### src/rtl/lane_queue_counter_if.sv
// lane_queue_counter_if: lane bus between the sensor/light side and the
// lane queue counter.
//   master : drives arrive, green, clear; observes the count outputs
//   slave  : the counter itself
// Signals:
//   arrive      per-lane car arrival
//   green       per-lane green light (from trafficLightOutput)
//   clear       synchronous clear of counts and overflow flags
//   laneCounts  packed counts, lane i at [i*CNT_W +: CNT_W]
//   busiestLane index of the fullest lane
//   anyWaiting  any lane non-empty
//   overflow    sticky per-lane dropped-arrival flags
interface lane_queue_counter_if #(
    parameter int NUM_LANES = 8,
    parameter int CNT_W     = 8
);
    logic [NUM_LANES-1:0]       arrive;
    logic [NUM_LANES-1:0]       green;
    logic                       clear;
    logic [NUM_LANES*CNT_W-1:0] laneCounts;
    logic [2:0]                 busiestLane;
    logic                       anyWaiting;
    logic [NUM_LANES-1:0]       overflow;

    modport master (
        output arrive, green, clear,
        input  laneCounts, busiestLane, anyWaiting, overflow
    );

    modport slave (
        input  arrive, green, clear,
        output laneCounts, busiestLane, anyWaiting, overflow
    );
endinterface

### src/rtl/lane_queue_counter.sv
// lane_queue_counter: per-lane waiting-car counters feeding the Breadboard
// intersection controller's packed 8x8-bit lane bus {w1,w2,s1,s2,e1,e2,n1,n2}.
// Counts rise on arrivals and fall by one per departure tick on green lanes.
// Ports:
//   clk  rising-edge clock
//   rst  asynchronous active-low reset
//   bus  lane_queue_counter_if.slave (arrive, green, clear in;
//        laneCounts, busiestLane, anyWaiting, overflow out)
// Optional build macro LANE_QUEUE_DEBOUNCE_EN: arrive is a raw sensor level,
// synchronised (2 flops) and edge-detected so a held sensor counts one car.

// One lane's saturating up/down counter with sticky overflow.
module lane_queue_cell #(
    parameter int CNT_W = 8
) (
    input  logic             clk,
    input  logic             rst,
    input  logic             clear,
    input  logic             inc,
    input  logic             depTick,
    input  logic             green,
    output logic [CNT_W-1:0] count,
    output logic             overflow
);
    localparam logic [CNT_W-1:0] CNT_MAX = '1;

    logic dec;
    // An empty lane never departs, so it cannot underflow.
    assign dec = depTick & green & (count != '0);

    always_ff @(posedge clk or negedge rst) begin
        if (!rst) begin
            count    <= '0;
            overflow <= 1'b0;
        end else if (clear) begin
            count    <= '0;
            overflow <= 1'b0;
        end else if (inc & ~dec) begin
            if (count == CNT_MAX) overflow <= 1'b1;
            else                  count    <= count + 1'b1;
        end else if (dec & ~inc) begin
            count <= count - 1'b1;
        end
    end
endmodule

module lane_queue_counter #(
    parameter int NUM_LANES  = 8,
    parameter int CNT_W      = 8,
    parameter int DEPART_DIV = 4
) (
    input logic                  clk,
    input logic                  rst,
    lane_queue_counter_if.slave  bus
);
    localparam logic [7:0] DIV_LAST = 8'(DEPART_DIV - 1);

    logic [7:0]                      prescaler;
    logic                            depTick;
    logic [NUM_LANES-1:0]            arrivePulse;
    logic [NUM_LANES-1:0][CNT_W-1:0] cnt;
    logic [NUM_LANES-1:0]            ovf;
    logic [2:0]                      nextBusy;
    logic [CNT_W-1:0]                bestVal;

    // Departure prescaler: 0..DEPART_DIV-1, tick on the last value.
    assign depTick = (prescaler == DIV_LAST);

    always_ff @(posedge clk or negedge rst) begin
        if (!rst)                   prescaler <= '0;
        else if (bus.clear|depTick) prescaler <= '0;
        else                        prescaler <= prescaler + 8'd1;
    end

`ifdef LANE_QUEUE_DEBOUNCE_EN
    // Raw sensor level -> 2-flop synchroniser -> rising-edge pulse.
    logic [NUM_LANES-1:0] syncA, syncB, syncPrev;

    always_ff @(posedge clk or negedge rst) begin
        if (!rst) begin
            syncA    <= '0;
            syncB    <= '0;
            syncPrev <= '0;
        end else begin
            syncA    <= bus.arrive;
            syncB    <= syncA;
            syncPrev <= syncB;
        end
    end

    assign arrivePulse = syncB & ~syncPrev;
`else
    assign arrivePulse = bus.arrive;
`endif

    genvar gi;
    generate
        for (gi = 0; gi < NUM_LANES; gi++) begin : gLane
            lane_queue_cell #(.CNT_W(CNT_W)) uCell (
                .clk      (clk),
                .rst      (rst),
                .clear    (bus.clear),
                .inc      (arrivePulse[gi]),
                .depTick  (depTick),
                .green    (bus.green[gi]),
                .count    (cnt[gi]),
                .overflow (ovf[gi])
            );
        end
    endgenerate

    assign bus.laneCounts = cnt;
    assign bus.overflow   = ovf;

    // Scan upward with >= so ties land on the highest index; zero counts
    // are skipped so an empty intersection reports lane 0.
    always_comb begin
        nextBusy = '0;
        bestVal  = '0;
        for (int i = 0; i < NUM_LANES; i++) begin
            if (cnt[i] != '0 && cnt[i] >= bestVal) begin
                bestVal  = cnt[i];
                nextBusy = 3'(i);
            end
        end
    end

    // Summary outputs trail laneCounts by one cycle.
    always_ff @(posedge clk or negedge rst) begin
        if (!rst) begin
            bus.busiestLane <= '0;
            bus.anyWaiting  <= 1'b0;
        end else begin
            bus.busiestLane <= nextBusy;
            bus.anyWaiting  <= |cnt;
        end
    end
endmodule

### src/flat_wrapper.sv
// flat-port wrapper written by rule: the top's interface ports become plain ports
module lane_queue_counter_flat 
#(
    parameter int NUM_LANES  = 8,
    parameter int CNT_W      = 8,
    parameter int DEPART_DIV = 4
)
  (clk, rst, bus_arrive, bus_green, bus_clear, bus_laneCounts, bus_busiestLane, bus_anyWaiting, bus_overflow);
  lane_queue_counter_if #(.NUM_LANES(NUM_LANES), .CNT_W(CNT_W)) bus_i ();
  input logic clk;
  input logic rst;
  input wire logic [$bits(bus_i.arrive)-1:0] bus_arrive;
  input wire logic [$bits(bus_i.green)-1:0] bus_green;
  input wire logic [$bits(bus_i.clear)-1:0] bus_clear;
  output wire logic [$bits(bus_i.laneCounts)-1:0] bus_laneCounts;
  output wire logic [$bits(bus_i.busiestLane)-1:0] bus_busiestLane;
  output wire logic [$bits(bus_i.anyWaiting)-1:0] bus_anyWaiting;
  output wire logic [$bits(bus_i.overflow)-1:0] bus_overflow;
  assign bus_i.arrive = bus_arrive;
  assign bus_i.green = bus_green;
  assign bus_i.clear = bus_clear;
  assign bus_laneCounts = bus_i.laneCounts;
  assign bus_busiestLane = bus_i.busiestLane;
  assign bus_anyWaiting = bus_i.anyWaiting;
  assign bus_overflow = bus_i.overflow;
  lane_queue_counter #(.NUM_LANES(NUM_LANES), .CNT_W(CNT_W), .DEPART_DIV(DEPART_DIV)) u_core (.clk(clk), .rst(rst), .bus(bus_i));
endmodule
### config.mk
export PLATFORM = sky130hd
export DESIGN_NAME = lane_queue_counter_flat
export DESIGN_NICKNAME = d
export VERILOG_FILES = /design/src/rtl/lane_queue_counter_if.sv /design/src/rtl/lane_queue_counter.sv /design/src/flat_wrapper.sv
export SDC_FILE = /design/constraint.sdc
export NUM_CORES = 1
export LEC_CHECK = 0
export BUFFER_PORTS_ARGS = -buffer_cell sky130_fd_sc_hd__buf_2
export CELL_PAD_IN_SITES_DETAIL_PLACEMENT = 1
export CELL_PAD_IN_SITES_GLOBAL_PLACEMENT = 1
export CORE_ASPECT_RATIO = 1.25
export CORE_UTILIZATION = 35
export DETAILED_ROUTE_END_ITERATION = 16
export PLACE_DENSITY = 0.62
export SLEW_MARGIN = 20
export SYNTH_ARGS = -nofsm -noshare
export SYNTH_HDL_FRONTEND = slang
export SYNTH_SLANG_ARGS = --single-unit
### constraint.sdc
create_clock -name clk -period 14.85 [get_ports clk]
set_input_delay 2.97 -clock clk [delete_from_list [all_inputs] [get_ports clk]]
set_output_delay 2.97 -clock clk [all_outputs]
set_load 0.005 [all_outputs]
==> flow_summary.json <==
{
  "start_util": 0.3593,
  "synthesis.nets": 1056,
  "setup_violations": 0,
  "numClockSinks": 84,
  "cp_max_fo": 16,
  "cp-end-kind": "flip-flop",
  "fp-row-count": 60,
  "track_usage": 0.2193,
  "dieArea_mm2": 0.02288,
  "maxSlewViolCount": 0,
  "syn_area_per_cell_um2": 8.400,
  "diodes": 0,
  "hold_viol_final": 0,
  "grt_start_max_net_pins": 51,
  "die_w_um": 135.5,
  "fin_nets": 1140,
  "cpPeakStageDelay_ns": 0.45,
  "cts_setup_buffers": 0,
  "core_mm2": 0.02170,
  "viasPerCell": 5.488,
  "reg2reg_depth": 64,
  "status": "finished, final reports clean",
  "clockRootBuffer": "clkbuf_16",
  "cpMaxStageDelayCell": "dfrtp_2",
  "drive_above_1_share": 0.1544,
  "hpwlAfterDp_mm": 18.10,
  "timing.fmax_mhz": 72.86,
  "path_buf_inv": 2,
  "cp_data_arrival_time_ns": 13.95,
  "portBuffers": 94,
  "cp_num_cells": 64,
  "yosysMostFrequentCell": "ha_1",
  "synthFlopType": "dfrtp_1",
  "place_congestion": 0.7874,
  "whs_ns": 0.4926,
  "fin_tns_setup_ns": 0,
  "drc": 0,
  "fin_skew_ns": 0.01126,
  "gr-total-overflow": 0,
  "path_class": "reg2reg",
  "synthTopCellsByCount": "ha_1 (101), nand2_1 (95), dfrtp_1 (84)",
  "drt_iter0_drc": 239,
  "min_delay_path_depth": 2,
  "clkLatencyLatePin_ns": 0.36,
  "synth_top_area_frac": 0.2697,
  "ant_nets": 0,
  "synthArstFlopShare": 1.000,
  "syn_area_mm2": 0.007795,
  "cp-startpoint": "u_core.gLane[1].uCell.count[0]",
  "cts_tree": "built",
  "crit_required_ns": 15.07,
  "post-route-min-period_ns": 13.72,
  "antenna_found_initial": 0,
  "routed_wl_mm": 23.82,
  "synth_edf_count": 0,
  "vias": 7112,
  "first_pass_iters": 4,
  "netlist_instances": 928,
  "ys_warn_count": 0,
  "rsz0062_at_grt": "no",
  "relSlewSlack": 0.2826,
  "crit_path_frequent_cell": "a21o_1",
  "cp-start-kind": "flip-flop",
  "cts_inserted_buffers": 9,
  "wl_per_cell_um": 18.38,
  "ys_top_cells_by_area": "dfrtp_1 (27%), ha_1 (16%), a21oi_1 (5.1%)",
  "r2r-end": "u_core.bus.busiestLane[2]",
  "fin_crit_sh": 0.9242,
  "syn_to_final_growth_pct": 14.29,
  "critPathTopFamily": "compound AO/OA/AOI/OAI gates",
  "fill_cells": 2646,
  "hp-class": "reg2reg",
  "multi_input_area_mm2": 0.005293,
  "ctsHoldBuffers": 0,
  "cap_violations": 0,
  "ios": 95,
  "die_h_um": 168.9,
  "ys_types": 63,
  "seq_area_mm2": 0.002103,
  "ys_seq_area_frac": 0.2697,
  "reg2reg_slack_ns": 1.13,
  "tightest_slew_ns": 1.068,
  "first_global_vias": 7324,
  "cts.clk_slew.worst_paths_ns": 0.07,
  "h-tree-depth": 3,
  "r2r_start": "u_core.gLane[1].uCell.count[0]",
  "clk_path_buf_depth": 2,
  "ys_ff_latch": 84,
  "grt_pass1_wl_mm": 39.32,
  "yosysTopAreaCell": "dfrtp_1",
  "crit_end": "u_core.bus.busiestLane[2]"
}
==> tightest hold or removal path: cells and delay by family, from the launching register on <==
| family | cells | cell delay, ns |
|---|---|---|
| AO/OA/AOI/OAI | 1 | 0.04 |
| flip-flops | 1 | 0.34 |
| AND/OR/NAND/NOR | 1 | 0.07 |
==> per-layer routing <==
layer | wire (µm) | GRT usage | up-vias
met5 | 0 | 0 | -
met4 | 377 | 0.06546 | 0
met3 | 439 | 0.01797 | 22
met2 | 11600 | 0.3737 | 78
met1 | 11400 | 0.2927 | 3500
li1 | - | - | 3512
==> through the flow <==
step | std cells | area (µm²) | worst slack, ns | utilization
after global routing | 1296 | 8909 | 0.01575 | 0.4106
final | 1296 | 8909 | 1.125 | 0.4106
after global placement | 1280 | 8564 | 0.7486 | 0.3948
after CTS | 1296 | 8869 | 0.1463 | 0.4088
after detailed placement | 1280 | 8564 | 0.3252 | 0.3948
after floorplan | 928 | 7795 | 1.511 | -
==> how the worst min path moves through the flow <==
stage	from	endpoint	slack (ns)
after detailed placement	u_core.gLane[3].uCell.overflow	u_core.gLane[3].uCell.overflow	0.48
final	u_core.gLane[3].uCell.overflow	u_core.gLane[3].uCell.overflow	0.49
after CTS	u_core.gLane[3].uCell.overflow	u_core.gLane[3].uCell.overflow	0.50
after global placement	u_core.gLane[5].uCell.overflow	u_core.gLane[5].uCell.overflow	0.48
after floorplan	u_core.gLane[0].uCell.overflow	u_core.gLane[0].uCell.overflow	0.46
after global routing	u_core.gLane[1].uCell.overflow	u_core.gLane[1].uCell.overflow	0.53
==> flip-flops by register name, summed over array words and instances (netlist names) <==
register	count
u_core.gLane.uCell.count	64
u_core.gLane.uCell.overflow	8
u_core.prescaler	8
u_core.bus.busiestLane	3
u_core.bus.anyWaiting	1
==> cell usage in the layout (no fill, tap or decap), types with 3 or more instances in the layout <==
| cell type | count |
|---|---|
| a211oi_1 | 4 |
| a21o_1 | 32 |
| a21oi_1 | 78 |
| a221oi_2 | 5 |
| a31oi_1 | 5 |
| and3_1 | 4 |
| buf_2 | 93 |
| buf_4 | 17 |
| clkbuf_16 | 9 |
| clkinv_4 | 3 |
| dfrtp_1 | 83 |
| fa_1 | 8 |
| ha_1 | 101 |
| inv_1 | 71 |
| mux2_2 | 3 |
| mux2i_1 | 8 |
| nand2_1 | 94 |
| nand2b_1 | 10 |
| nand3_1 | 18 |
| nand4_1 | 18 |
| nor2_1 | 76 |
| nor2b_1 | 8 |
| nor3_1 | 27 |
| nor4_1 | 14 |
| o2111a_1 | 4 |
| o21a_1 | 8 |
| o21ai_0 | 28 |
| o21ai_1 | 4 |
| o21ai_2 | 4 |
| o21bai_1 | 23 |
| o31ai_1 | 47 |
| or3_1 | 4 |
| or4_1 | 6 |
| xnor2_1 | 33 |
| xor2_1 | 19 |
==> timing repair <==
item / CTS / global route
endpoints found under the setup margin: 0 / 3
hold endpoints to repair: 0 / 0
resized for setup: 0 / 20
==> cell type report <==
class | count | share of cell area
clock buffer | 11 | 0.02725
clock inverter | 5 | 0.006882
tap | 279 | 0.03919
inverter | 71 | 0.02992
timing repair buffer | 110 | 0.06657
multi-input combinational | 736 | 0.5941
sequential | 84 | 0.2361
==> cell families (layout without fill, tap and decap cells) <==
logic type / count (synthesis) / in the layout / share of synthesized area
compound gates: 267 / 267 / 0.2348
flops: 84 / 84 / 0.2697
xor+xnor: 52 / 52 / 0.05843
mux: 13 / 13 / 0.01830
fa+ha+maj: 109 / 109 / 0.1827
simple gates: 295 / 295 / 0.1787
buf+inv: 108 / 197 / 0.05746
Power is left out: the tool's default activity adds up to more than one toggle a clock period on the data nets, which glitch-free logic cannot reach.
